--- config.mk ---
export PLATFORM = sky130hd
export DESIGN_NAME = mem_arbiter_flat
export DESIGN_NICKNAME = d
export VERILOG_FILES = /design/src/rtl/mem_arbiter_pkg.sv /design/src/rtl/mem_arbiter_if.sv /design/src/rtl/mem_arbiter_grant.sv /design/src/rtl/mem_arbiter.sv /design/src/flat_wrapper.sv
export SDC_FILE = /design/constraint.sdc
export NUM_CORES = 1
export LEC_CHECK = 0
export CAP_MARGIN = 20
export CORE_MARGIN = 5
export CORE_UTILIZATION = 44
export CTS_CLUSTER_DIAMETER = 200
export DETAILED_ROUTE_END_ITERATION = 8
export PLACE_DENSITY_LB_ADDON = 0.08
export SLEW_MARGIN = 5
export SYNTH_ARGS = -nofsm -noshare
export SYNTH_HDL_FRONTEND = slang
export SYNTH_SLANG_ARGS = --single-unit
--- constraint.sdc ---
create_clock -name clk -period 1.8 [get_ports clk]
set_input_delay 0.18 -clock clk [delete_from_list [all_inputs] [get_ports clk]]
set_output_delay 0.18 -clock clk [all_outputs]
set_load 0.02 [all_outputs]
--- src/rtl/mem_arbiter_pkg.sv ---
`default_nettype none
// ============================================================================
// Module      : mem_arbiter_pkg
// Description : Shared types and defaults for the two-port memory arbiter.
// Revision    : 1.0 - initial release
// ============================================================================
package mem_arbiter_pkg;

  // Access sequencer states: one grant cycle, one strobe cycle, one ack cycle.
  typedef enum logic [1:0] {
    ST_IDLE     = 2'd0,
    ST_ACCESS   = 2'd1,
    ST_COMPLETE = 2'd2
  } state_t;

  // Current bus owner.
  typedef enum logic {
    OWN_CPU = 1'b0,
    OWN_DMA = 1'b1
  } owner_t;

  // Everything below this address is ROM and must not be written by DMA.
  localparam logic [15:0] DEFAULT_ROM_TOP = 16'h2000;

endpackage
`default_nettype wire

--- src/rtl/mem_arbiter_if.sv ---
`default_nettype none
// ============================================================================
// Module      : mem_arbiter_if
// Description : CPU, DMA and memory-decode bus bundle of the arbiter.
//               'master' is the requester/memory side, 'slave' the arbiter.
// Revision    : 1.0 - initial release
// ============================================================================
interface mem_arbiter_if #(
  parameter int unsigned ADDR_W = 16,
  parameter int unsigned DATA_W = 8
);
  // CPU port
  logic              cpuReq;
  logic              cpuWrite;
  logic [ADDR_W-1:0] cpuAddr;
  logic [DATA_W-1:0] cpuWdata;
  logic              cpuAck;
  logic [DATA_W-1:0] cpuRdata;
  // DMA / loader port
  logic              dmaReq;
  logic              dmaWrite;
  logic [ADDR_W-1:0] dmaAddr;
  logic [DATA_W-1:0] dmaWdata;
  logic              dmaAck;
  logic [DATA_W-1:0] dmaRdata;
  logic              dmaFault;
  // Memory decode side
  logic [ADDR_W-1:0] memAddr;
  logic [DATA_W-1:0] memDataWrite;
  logic              memWrite;
  logic              memStrobe;
  logic [DATA_W-1:0] memDataRead;

  modport master (
    output cpuReq, cpuWrite, cpuAddr, cpuWdata,
    output dmaReq, dmaWrite, dmaAddr, dmaWdata,
    output memDataRead,
    input  cpuAck, cpuRdata, dmaAck, dmaRdata, dmaFault,
    input  memAddr, memDataWrite, memWrite, memStrobe
  );

  modport slave (
    input  cpuReq, cpuWrite, cpuAddr, cpuWdata,
    input  dmaReq, dmaWrite, dmaAddr, dmaWdata,
    input  memDataRead,
    output cpuAck, cpuRdata, dmaAck, dmaRdata, dmaFault,
    output memAddr, memDataWrite, memWrite, memStrobe
  );
endinterface
`default_nettype wire

--- src/rtl/mem_arbiter_grant.sv ---
`default_nettype none
// ============================================================================
// Module      : mem_arbiter_grant
// Description : CPU-priority grant with a bounded CPU streak so a waiting
//               DMA master is served after at most MAX_CPU_STREAK CPU grants.
// Revision    : 1.0 - initial release
// ============================================================================
module mem_arbiter_grant
  import mem_arbiter_pkg::*;
#(
  parameter int unsigned MAX_CPU_STREAK = 4
) (
  input  logic   clk,
  input  logic   reset,
  input  logic   i_idle,
  input  logic   i_cpu_req,
  input  logic   i_dma_req,
  output logic   o_grant_valid,
  output owner_t o_grant_owner
);

  localparam int unsigned          c_STREAK_W   = $clog2(MAX_CPU_STREAK + 1);
  localparam logic [c_STREAK_W-1:0] c_STREAK_MAX = c_STREAK_W'(MAX_CPU_STREAK);

  logic [c_STREAK_W-1:0] r_streak;
  logic                  w_streak_full;

  // Priority decision: CPU first unless DMA has waited out a full streak.
  always_comb begin
    w_streak_full = (r_streak == c_STREAK_MAX);
    o_grant_valid = i_idle && (i_cpu_req || i_dma_req);
    o_grant_owner = OWN_CPU;
    if (i_dma_req && (!i_cpu_req || w_streak_full)) begin
      o_grant_owner = OWN_DMA;
    end
  end

  // Streak counts CPU wins over a waiting DMA; cleared when DMA wins or is absent.
  always_ff @(posedge clk or negedge reset) begin
    if (!reset) begin
      r_streak <= '0;
    end else if (i_idle) begin
      if (!i_dma_req || (o_grant_owner == OWN_DMA)) begin
        r_streak <= '0;
      end else if (!w_streak_full) begin
        r_streak <= r_streak + c_STREAK_W'(1);
      end
    end
  end

endmodule
`default_nettype wire

--- src/rtl/mem_arbiter.sv ---
`default_nettype none
// ============================================================================
// Module      : mem_arbiter
// Description : Shares one memory bus between CPU and DMA. Each access takes
//               IDLE -> ACCESS (strobe) -> COMPLETE (ack, read data).
//               DMA writes below ROM_TOP are suppressed and flagged.
// Revision    : 1.0 - initial release
// ============================================================================
module mem_arbiter
  import mem_arbiter_pkg::*;
#(
  parameter int unsigned       ADDR_W         = 16,
  parameter int unsigned       DATA_W         = 8,
  parameter int unsigned       MAX_CPU_STREAK = 4,
  parameter logic [ADDR_W-1:0] ROM_TOP        = ADDR_W'(DEFAULT_ROM_TOP)
) (
  input logic          clk,
  input logic          reset,
  mem_arbiter_if.slave bus
);

  state_t            r_state;
  owner_t            r_owner;
  logic              r_is_write;
  logic              r_blocked;
  logic [ADDR_W-1:0] r_mem_addr;
  logic [DATA_W-1:0] r_mem_wdata;
  logic              r_mem_write;
  logic              r_mem_strobe;
  logic              r_cpu_ack;
  logic              r_dma_ack;
  logic              r_dma_fault;
  logic [DATA_W-1:0] r_cpu_rdata;
  logic [DATA_W-1:0] r_dma_rdata;

  logic              w_idle;
  logic              w_grant_valid;
  owner_t            w_grant_owner;
  logic              w_sel_write;
  logic [ADDR_W-1:0] w_sel_addr;
  logic [DATA_W-1:0] w_sel_wdata;
  logic              w_sel_blocked;

  assign w_idle = (r_state == ST_IDLE);

  mem_arbiter_grant #(
    .MAX_CPU_STREAK (MAX_CPU_STREAK)
  ) u_grant (
    .clk           (clk),
    .reset         (reset),
    .i_idle        (w_idle),
    .i_cpu_req     (bus.cpuReq),
    .i_dma_req     (bus.dmaReq),
    .o_grant_valid (w_grant_valid),
    .o_grant_owner (w_grant_owner)
  );

  // Route the winning port's request fields toward the bus registers.
  always_comb begin
    w_sel_write = bus.cpuWrite;
    w_sel_addr  = bus.cpuAddr;
    w_sel_wdata = bus.cpuWdata;
    if (w_grant_owner == OWN_DMA) begin
      w_sel_write = bus.dmaWrite;
      w_sel_addr  = bus.dmaAddr;
      w_sel_wdata = bus.dmaWdata;
    end
    w_sel_blocked = (w_grant_owner == OWN_DMA) && bus.dmaWrite && (bus.dmaAddr < ROM_TOP);
  end

  // Access sequencer with registered bus drive, acks and read-data capture.
  always_ff @(posedge clk or negedge reset) begin
    if (!reset) begin
      r_state      <= ST_IDLE;
      r_owner      <= OWN_CPU;
      r_is_write   <= 1'b0;
      r_blocked    <= 1'b0;
      r_mem_addr   <= '0;
      r_mem_wdata  <= '0;
      r_mem_write  <= 1'b0;
      r_mem_strobe <= 1'b0;
      r_cpu_ack    <= 1'b0;
      r_dma_ack    <= 1'b0;
      r_dma_fault  <= 1'b0;
      r_cpu_rdata  <= '0;
      r_dma_rdata  <= '0;
    end else begin
      case (r_state)
        ST_IDLE: begin
          if (w_grant_valid) begin
            r_owner      <= w_grant_owner;
            r_is_write   <= w_sel_write;
            r_blocked    <= w_sel_blocked;
            r_mem_addr   <= w_sel_addr;
            r_mem_wdata  <= w_sel_wdata;
            r_mem_write  <= w_sel_write && !w_sel_blocked;
            r_mem_strobe <= 1'b1;
            r_state      <= ST_ACCESS;
          end
        end
        ST_ACCESS: begin
          r_mem_strobe <= 1'b0;
          r_mem_write  <= 1'b0;
          r_cpu_ack    <= (r_owner == OWN_CPU);
          r_dma_ack    <= (r_owner == OWN_DMA);
          r_dma_fault  <= r_blocked;
          r_state      <= ST_COMPLETE;
        end
        ST_COMPLETE: begin
          r_cpu_ack   <= 1'b0;
          r_dma_ack   <= 1'b0;
          r_dma_fault <= 1'b0;
          if (!r_is_write) begin
            if (r_owner == OWN_CPU) begin
              r_cpu_rdata <= bus.memDataRead;
            end else begin
              r_dma_rdata <= bus.memDataRead;
            end
          end
          r_state <= ST_IDLE;
        end
        default: r_state <= ST_IDLE;
      endcase
    end
  end

  // Memory data only arrives in the ack cycle, so a read ack forwards it
  // directly; the register takes over from the following cycle.
  assign bus.cpuRdata     = (r_cpu_ack && !r_is_write) ? bus.memDataRead : r_cpu_rdata;
  assign bus.dmaRdata     = (r_dma_ack && !r_is_write) ? bus.memDataRead : r_dma_rdata;
  assign bus.cpuAck       = r_cpu_ack;
  assign bus.dmaAck       = r_dma_ack;
  assign bus.dmaFault     = r_dma_fault;
  assign bus.memAddr      = r_mem_addr;
  assign bus.memDataWrite = r_mem_wdata;
  assign bus.memWrite     = r_mem_write;
  assign bus.memStrobe    = r_mem_strobe;

endmodule
`default_nettype wire

--- src/flat_wrapper.sv ---
// flat-port wrapper written by rule: the top's interface ports become plain ports
module mem_arbiter_flat import mem_arbiter_pkg::*;
#(
  parameter int unsigned       ADDR_W         = 16,
  parameter int unsigned       DATA_W         = 8,
  parameter int unsigned       MAX_CPU_STREAK = 4,
  parameter logic [ADDR_W-1:0] ROM_TOP        = ADDR_W'(DEFAULT_ROM_TOP)
)
  (clk, reset, bus_cpuReq, bus_cpuWrite, bus_cpuAddr, bus_cpuWdata, bus_dmaReq, bus_dmaWrite, bus_dmaAddr, bus_dmaWdata, bus_memDataRead, bus_cpuAck, bus_cpuRdata, bus_dmaAck, bus_dmaRdata, bus_dmaFault, bus_memAddr, bus_memDataWrite, bus_memWrite, bus_memStrobe);
  mem_arbiter_if #(.ADDR_W(ADDR_W), .DATA_W(DATA_W)) bus_i ();
  input logic clk;
  input logic reset;
  input wire logic [$bits(bus_i.cpuReq)-1:0] bus_cpuReq;
  input wire logic [$bits(bus_i.cpuWrite)-1:0] bus_cpuWrite;
  input wire logic [$bits(bus_i.cpuAddr)-1:0] bus_cpuAddr;
  input wire logic [$bits(bus_i.cpuWdata)-1:0] bus_cpuWdata;
  input wire logic [$bits(bus_i.dmaReq)-1:0] bus_dmaReq;
  input wire logic [$bits(bus_i.dmaWrite)-1:0] bus_dmaWrite;
  input wire logic [$bits(bus_i.dmaAddr)-1:0] bus_dmaAddr;
  input wire logic [$bits(bus_i.dmaWdata)-1:0] bus_dmaWdata;
  input wire logic [$bits(bus_i.memDataRead)-1:0] bus_memDataRead;
  output wire logic [$bits(bus_i.cpuAck)-1:0] bus_cpuAck;
  output wire logic [$bits(bus_i.cpuRdata)-1:0] bus_cpuRdata;
  output wire logic [$bits(bus_i.dmaAck)-1:0] bus_dmaAck;
  output wire logic [$bits(bus_i.dmaRdata)-1:0] bus_dmaRdata;
  output wire logic [$bits(bus_i.dmaFault)-1:0] bus_dmaFault;
  output wire logic [$bits(bus_i.memAddr)-1:0] bus_memAddr;
  output wire logic [$bits(bus_i.memDataWrite)-1:0] bus_memDataWrite;
  output wire logic [$bits(bus_i.memWrite)-1:0] bus_memWrite;
  output wire logic [$bits(bus_i.memStrobe)-1:0] bus_memStrobe;
  assign bus_i.cpuReq = bus_cpuReq;
  assign bus_i.cpuWrite = bus_cpuWrite;
  assign bus_i.cpuAddr = bus_cpuAddr;
  assign bus_i.cpuWdata = bus_cpuWdata;
  assign bus_i.dmaReq = bus_dmaReq;
  assign bus_i.dmaWrite = bus_dmaWrite;
  assign bus_i.dmaAddr = bus_dmaAddr;
  assign bus_i.dmaWdata = bus_dmaWdata;
  assign bus_i.memDataRead = bus_memDataRead;
  assign bus_cpuAck = bus_i.cpuAck;
  assign bus_cpuRdata = bus_i.cpuRdata;
  assign bus_dmaAck = bus_i.dmaAck;
  assign bus_dmaRdata = bus_i.dmaRdata;
  assign bus_dmaFault = bus_i.dmaFault;
  assign bus_memAddr = bus_i.memAddr;
  assign bus_memDataWrite = bus_i.memDataWrite;
  assign bus_memWrite = bus_i.memWrite;
  assign bus_memStrobe = bus_i.memStrobe;
  mem_arbiter #(.ADDR_W(ADDR_W), .DATA_W(DATA_W), .MAX_CPU_STREAK(MAX_CPU_STREAK), .ROM_TOP(ROM_TOP)) u_core (.clk(clk), .reset(reset), .bus(bus_i));
endmodule
==> results of run 1 <==
-- metal layers --
| layer | track usage [%] | vias to the layer above | part of all wire [%] |
|---|---|---|---|
| met4 | 5.77 | 0 | 1.8 |
| met5 | 0 | - | 0 |
| met2 | 27.7 | 74 | 46 |
| met1 | 25.1 | 1092 | 44 |
| met3 | 4.10 | 11 | 7.8 |
| li1 | - | 1139 | - |
-- registers in the layout, summed over array words and instances, names as in the netlist, 2 cells and up --
signal and flops:
u_core.r_dma_rdata 8, u_core.bus.memAddr 16, u_core.u_grant.r_streak 3, u_core.bus.memDataWrite 8, u_core.r_state 2, u_core.r_cpu_rdata 8
-- worst paths after layout --
check	depth (start not counted)	end	slack, ps	startpoint
max	3	bus_cpuRdata[7]	80	u_core.r_is_write
min	2	u_core.r_dma_rdata[5]	330	reset
max in group asynchronous	3	u_core.u_grant.r_streak[0]	870	reset
min reg2reg	1	u_core.r_dma_rdata[4]	510	u_core.r_dma_rdata[4]
max reg2reg	4	u_core.r_state[1]	170	u_core.r_state[0]
min in group clk	3	u_core.bus.memAddr[2]	440	bus_dmaAddr[2]
-- worst register-to-register path, delay by kind of cell, from the launching register on --
| kind | cells | cell delay (ps) |
|---|---|---|
| adders and majority gates | 1 | 230 |
| buffers and inverters | 1 | 110 |
| DFF | 1 | 410 |
| muxes | 1 | 380 |
| and+or+nand+nor | 1 | 390 |
-- report_power, final --
part | leakage, uW | switching (uW) | total (uW) | internal (uW)
logic | 0.000958 | 1760 | 3490 | 1730
registers | 0.000623 | 301 | 2050 | 1750
clock network | 0.0000374 | 385 | 660 | 275
-- cell type report --
| class | instances | area share (%) |
|---|---|---|
| repair buffers | 125 | 29.5 |
| inverters | 7 | 0.664 |
| clock inverters | 2 | 0.380 |
| flip-flops and latches | 53 | 33.5 |
| clock buffers | 6 | 1.83 |
| well taps | 75 | 2.37 |
| multi-input cells | 174 | 31.7 |
-- placed cells by master, fill, tap and decap left out, drive strengths merged, types with 2 or more instances in the layout --
cell type and count:
clkdlybuf4s50 89, dfrtp 53, mux2 36, o21ai 29, nand3 27, nor2 26, a31oi 24, buf 19
clkbuf 14, inv 7, ha 6, dlygate4sd2 5, nand2b 5, nand3b 3, clkdlybuf4s15 3, nand2 2
clkinvlp 2, nor3b 2
-- cell families (layout without fill, tap and decap cells) --
kind of cell,count (synthesis),in the layout,share of synthesized area (%)
AND/OR/NAND/NOR,69,69,13.6
AO/OA/AOI/OAI,62,62,14.3
flip-flops,53,53,49.0
multiplexers,37,37,15.4
buffers and inverters,24,140,4.90
adder cells (fa/ha/maj),6,6,2.78
-- metrics by stage --
stage | cells | utilization [%] | total power, uW | hold slack (ps) | area [sq um]
floorplan | 251 | - | 4180 | -116 | 2710
global route | 442 | 66.4 | 6640 | 369 | 3960
CTS | 442 | 67.0 | 6330 | 334 | 3990
global placement | 433 | 65.4 | 5720 | 141 | 3900
finish | 442 | 66.4 | 6210 | 332 | 3960
detailed placement | 433 | 65.4 | 5780 | 142 | 3900
-- what timing repair did --
| action | in CTS | in global routing |
|---|---|---|
| endpoints found under the setup margin | 16 | 11 |
| endpoints found under the hold margin | 18 | 0 |
| setup buffers | 0 | 0 |
| pin swaps | 0 | 0 |
| resized for setup | 26 | 11 |
| hold buffers | 1 | 0 |
==> flow_summary.json, run 1 <==
{
  "yosys-top-cells-count": "dfrtp_1 (53), mux2_2 (33), nand3_1 (26), nor2_1 (26), a31oi_1 (24)",
  "gp_congestion": 0.794,
  "drive_gt1_share_pct": 20.2,
  "crit_path_end_kind": "output port",
  "regArea_sq_um": 1330,
  "clkLatencyLatePin_ps": 300,
  "status": "finished clean",
  "io_pins": 107,
  "cts_inserted_buffers": 5,
  "ys_top_cells_by_area": "dfrtp_1 (49%), mux2_2 (14%), a31oi_1 (5.6%)",
  "fin_skew_ps": 4.34,
  "cts_tree": "done",
  "syn_to_final_growth_pct": 46.2,
  "cp.required_ps": 1620,
  "setup_viol": 0,
  "ir_drop_uv": 933,
  "path_cells": "nand2b_4 > mux2_2 > dlygate4sd2_1",
  "syn_inst": 251,
  "synth_flop_cell": "dfrtp_1",
  "ys_ff_latch": 53,
  "worst_slew_pin_slew_ps": 561,
  "core_sq_um": 5960,
  "grt_max_degree": 49,
  "synth_edf_count": 0,
  "path_buf_inv": 1,
  "n_antenna_cell": 0,
  "crit_slowest_cell": "dfrtp_1",
  "hpwl_mm": 5.23,
  "syn-cell-area_sq_um": 2710,
  "power_density_nw_per_um2": 1570,
  "hold_class": "in2async",
  "crit_fanout": 8,
  "cts_buffer_depth": 2,
  "die_w_um": 88.4,
  "grt-ovfl-total": 0,
  "ant_nets": 0,
  "synth-seq-area-share_pct": 49.0,
  "hold_viol_final": 0,
  "track_usage_pct": 18.0,
  "first_global_vias": 2247,
  "drtIter0Drc": 94,
  "initial_core_util_pct": 45.4,
  "avgSynthCellArea_sq_um": 10.8,
  "crit_type": "reg2out",
  "vias_per_cell": 5.24,
  "min_period_over_period_pct": 95.5,
  "rsz0062_at_grt": "false",
  "yosys_warnings": 0,
  "slowest_delay_ps": 380,
  "htreeDepth": 2,
  "drv_cap": 0,
  "die-height_um": 88.4,
  "critPathTopFamily": "flip-flops",
  "yosysTopAreaCell": "dfrtp_1",
  "slew_violations": 0,
  "p_leak_uw": 0.00162,
  "n_fill_cell": 504,
  "fin_tns_setup_ps": 0,
  "fin_nets": 434,
  "maxSlewHeadroom_pct": 62.2,
  "netlist.area_leader.share_pct": 49.0,
  "synth.most_common_cell": "dfrtp_1",
  "portBuffers": 106,
  "setup_slack_ps": 80.4,
  "clock-root-buffer": "clkbuf_8",
  "dr.pass1.iters": 4,
  "cp.arrival_ps": 1540,
  "num_vias": 2316,
  "grt_pass1_wl_mm": 11.0,
  "antenna_found_initial": 0,
  "cts.clk_slew.worst_paths_ps": 90,
  "multiInputGateArea_sq_um": 1250,
  "dp_slack_ps": -17.5,
  "drcViolationCount": 0,
  "wire_per_inst_um": 15.7,
  "clock-sinks": 53,
  "cp-start-kind": "flip-flop",
  "yosysUniqueCellTypes": 35,
  "max_clock_freq_mhz": 582,
  "rows": 28,
  "async_flop_share_pct": 100,
  "synth_fp_nets": 319,
  "post-route-min-period_ps": 1720,
  "routed_wl_mm": 6.95,
  "die-area_sq_um": 7820
}
No activity file was read; power rests on OpenSTA's default activity.
==> run 2, diff against run 1 <==
CORE_ASPECT_RATIO = 1.5   (was unset)
==> run 2 against run 1 <==
  * The flow now finishes with violations (negative hold slack)
  * Clock-buffer cell count did not move
  * Die area rose by 0.41%
  * Cell area grew 0.19%
  * Largest cell class unchanged
==> flow_summary.json, run 2 (same netlist as run 1, synthesis figures left out) <==
{
  "first_global_vias": 2285,
  "n_fill_cell": 522,
  "status": "finished, violations left",
  "fin_tns_setup_ps": 0,
  "final_cell_mix": "clkdlybuf4s50_1 (89), dfrtp_1 (53), mux2_2 (33)",
  "cp.arrival_ps": 1540,
  "max_clock_freq_mhz": 581,
  "dp_slack_ps": -12.8,
  "die-height_um": 106,
  "clock-sinks": 53,
  "routed_wl_mm": 7.06,
  "layout_commonest_cell": "clkdlybuf4s50_1",
  "slew_violations": 0,
  "rr_startpoint": "u_core.r_state[0]",
  "power_density_nw_per_um2": 1590,
  "track_usage_pct": 18.3,
  "final_cell_area_sq_um": 3960,
  "drtIter0Drc": 113,
  "grt-ovfl-total": 0,
  "rrSetupSlack_ps": 190,
  "rsz0062_at_grt": "false",
  "reg2reg_depth": 5,
  "num_vias": 2322,
  "utilization_pct": 65.1,
  "setup_viol": 0,
  "ir_drop_uv": 736,
  "cp-start-kind": "flip-flop",
  "cts_inserted_buffers": 5,
  "antenna_found_initial": 0,
  "initial_core_util_pct": 44.4,
  "drcViolationCount": 0,
  "maxSlewHeadroom_pct": 55.7,
  "htreeDepth": 2,
  "rows": 35,
  "crit_type": "reg2out",
  "fin_nets": 430,
  "violations": "negative hold slack",
  "setup_slack_ps": 77.5,
  "whs_ps": -20.1,
  "n_antenna_cell": 0,
  "cts_buffer_depth": 2,
  "drive_gt1_share_pct": 18.0,
  "io_pins": 107,
  "crit_fanout": 8,
  "post-route-min-period_ps": 1720,
  "dpl-instance-area_sq_um": 3870,
  "hold_viol_final": 36,
  "fin_skew_ps": 7.18,
  "crit_path_end_kind": "output port",
  "syn_to_final_growth_pct": 46.5,
  "die-area_sq_um": 7850,
  "core_sq_um": 6090,
  "largest_reg_flops": 16,
  "clock-root-buffer": "clkbuf_8",
  "hold_class": "in2async",
  "clkLatencyLatePin_ps": 300,
  "cts-hold-fix-buffers": 0,
  "cts_tree": "done",
  "rr_endpoint": "u_core.r_cpu_rdata[4]",
  "min_period_over_period_pct": 95.7,
  "vias_per_cell": 5.33,
  "portBuffers": 106,
  "ant_nets": 0,
  "wire_per_inst_um": 16.2,
  "cts.clk_slew.worst_paths_ps": 90,
  "dr.pass1.iters": 6,
  "cp.required_ps": 1620,
  "hpwl_mm": 5.41,
  "worst_slew_pin_slew_ps": 664,
  "grt_max_degree": 54,
  "die_w_um": 74.0,
  "gp_congestion": 0.807,
  "drv_cap": 0,
  "p_leak_uw": 0.00163,
  "grt_pass1_wl_mm": 11.1
}
-- run 2: changes by cell type in the layout (fill, tap and decap cells not counted), moves of 3 or more --
cell | before | now
dlygate4sd2_1 | 5 | 16
clkdlybuf4s15_1 | 3 | 0
clkbuf_2 | 8 | 0
buf_4 | 17 | 13
-- run 2: worst max-delay path: stages, from the launching register on --
cell,delay (ps)
dfrtp_1,430
nand2b_4,150
mux2_2,350
dlygate4sd2_1,320
-- run 2: what timing repair did --
action	in CTS	in global routing
setup endpoints to repair	16	2
gates resized for setup	20	1
pin swaps	0	0
buffers inserted	0	0
-- run 2: layout make-up --
cell class	instances	area, sq um	area share [%]
clock inverter	1	7.51	0.189
sequential	53	1330	33.5
tap	74	92.6	2.34
clock buffer	6	82.6	2.08
timing repair buffer	121	1160	29.4
multi-input combinational	174	1260	31.9
inverter	7	26.3	0.663
-- run 2: through the flow --
step,cells,power (uW)
global route,436,6710
CTS,436,6360
detailed placement,429,5790
floorplan,251,4180
global placement,429,5720
finish,436,6280
-- run 2: metal layers --
layer  track usage [%]  wire (um)
met1              21.3       2770
met2              33.3       3730
met3              2.93        453
met4              5.57        114
met5                 0          0
-- run 2: worst max path at each step --
| stage | slack (ps) | from | endpoint |
|---|---|---|---|
| 2_1_floorplan | 300 | u_core.r_state[0] | u_core.r_cpu_rdata[0] |
| 3_3_place_gp | -6 | u_core.r_is_write | bus_cpuRdata[7] |
| 3_5_place_dp | -10 | u_core.r_is_write | bus_cpuRdata[6] |
| 4_1_cts | 60 | u_core.bus.cpuAck | bus_cpuRdata[6] |
| 5_1_grt | 4 | u_core.r_is_write | bus_dmaRdata[0] |
| 6_report | 80 | u_core.bus.cpuAck | bus_cpuRdata[6] |
-- run 2: power by group --
part,internal (uW),leakage (uW),switching (uW)
Sequential,1750,0.000623,311
Combinational,1770,0.000960,1760
Clock,305,0.0000433,383
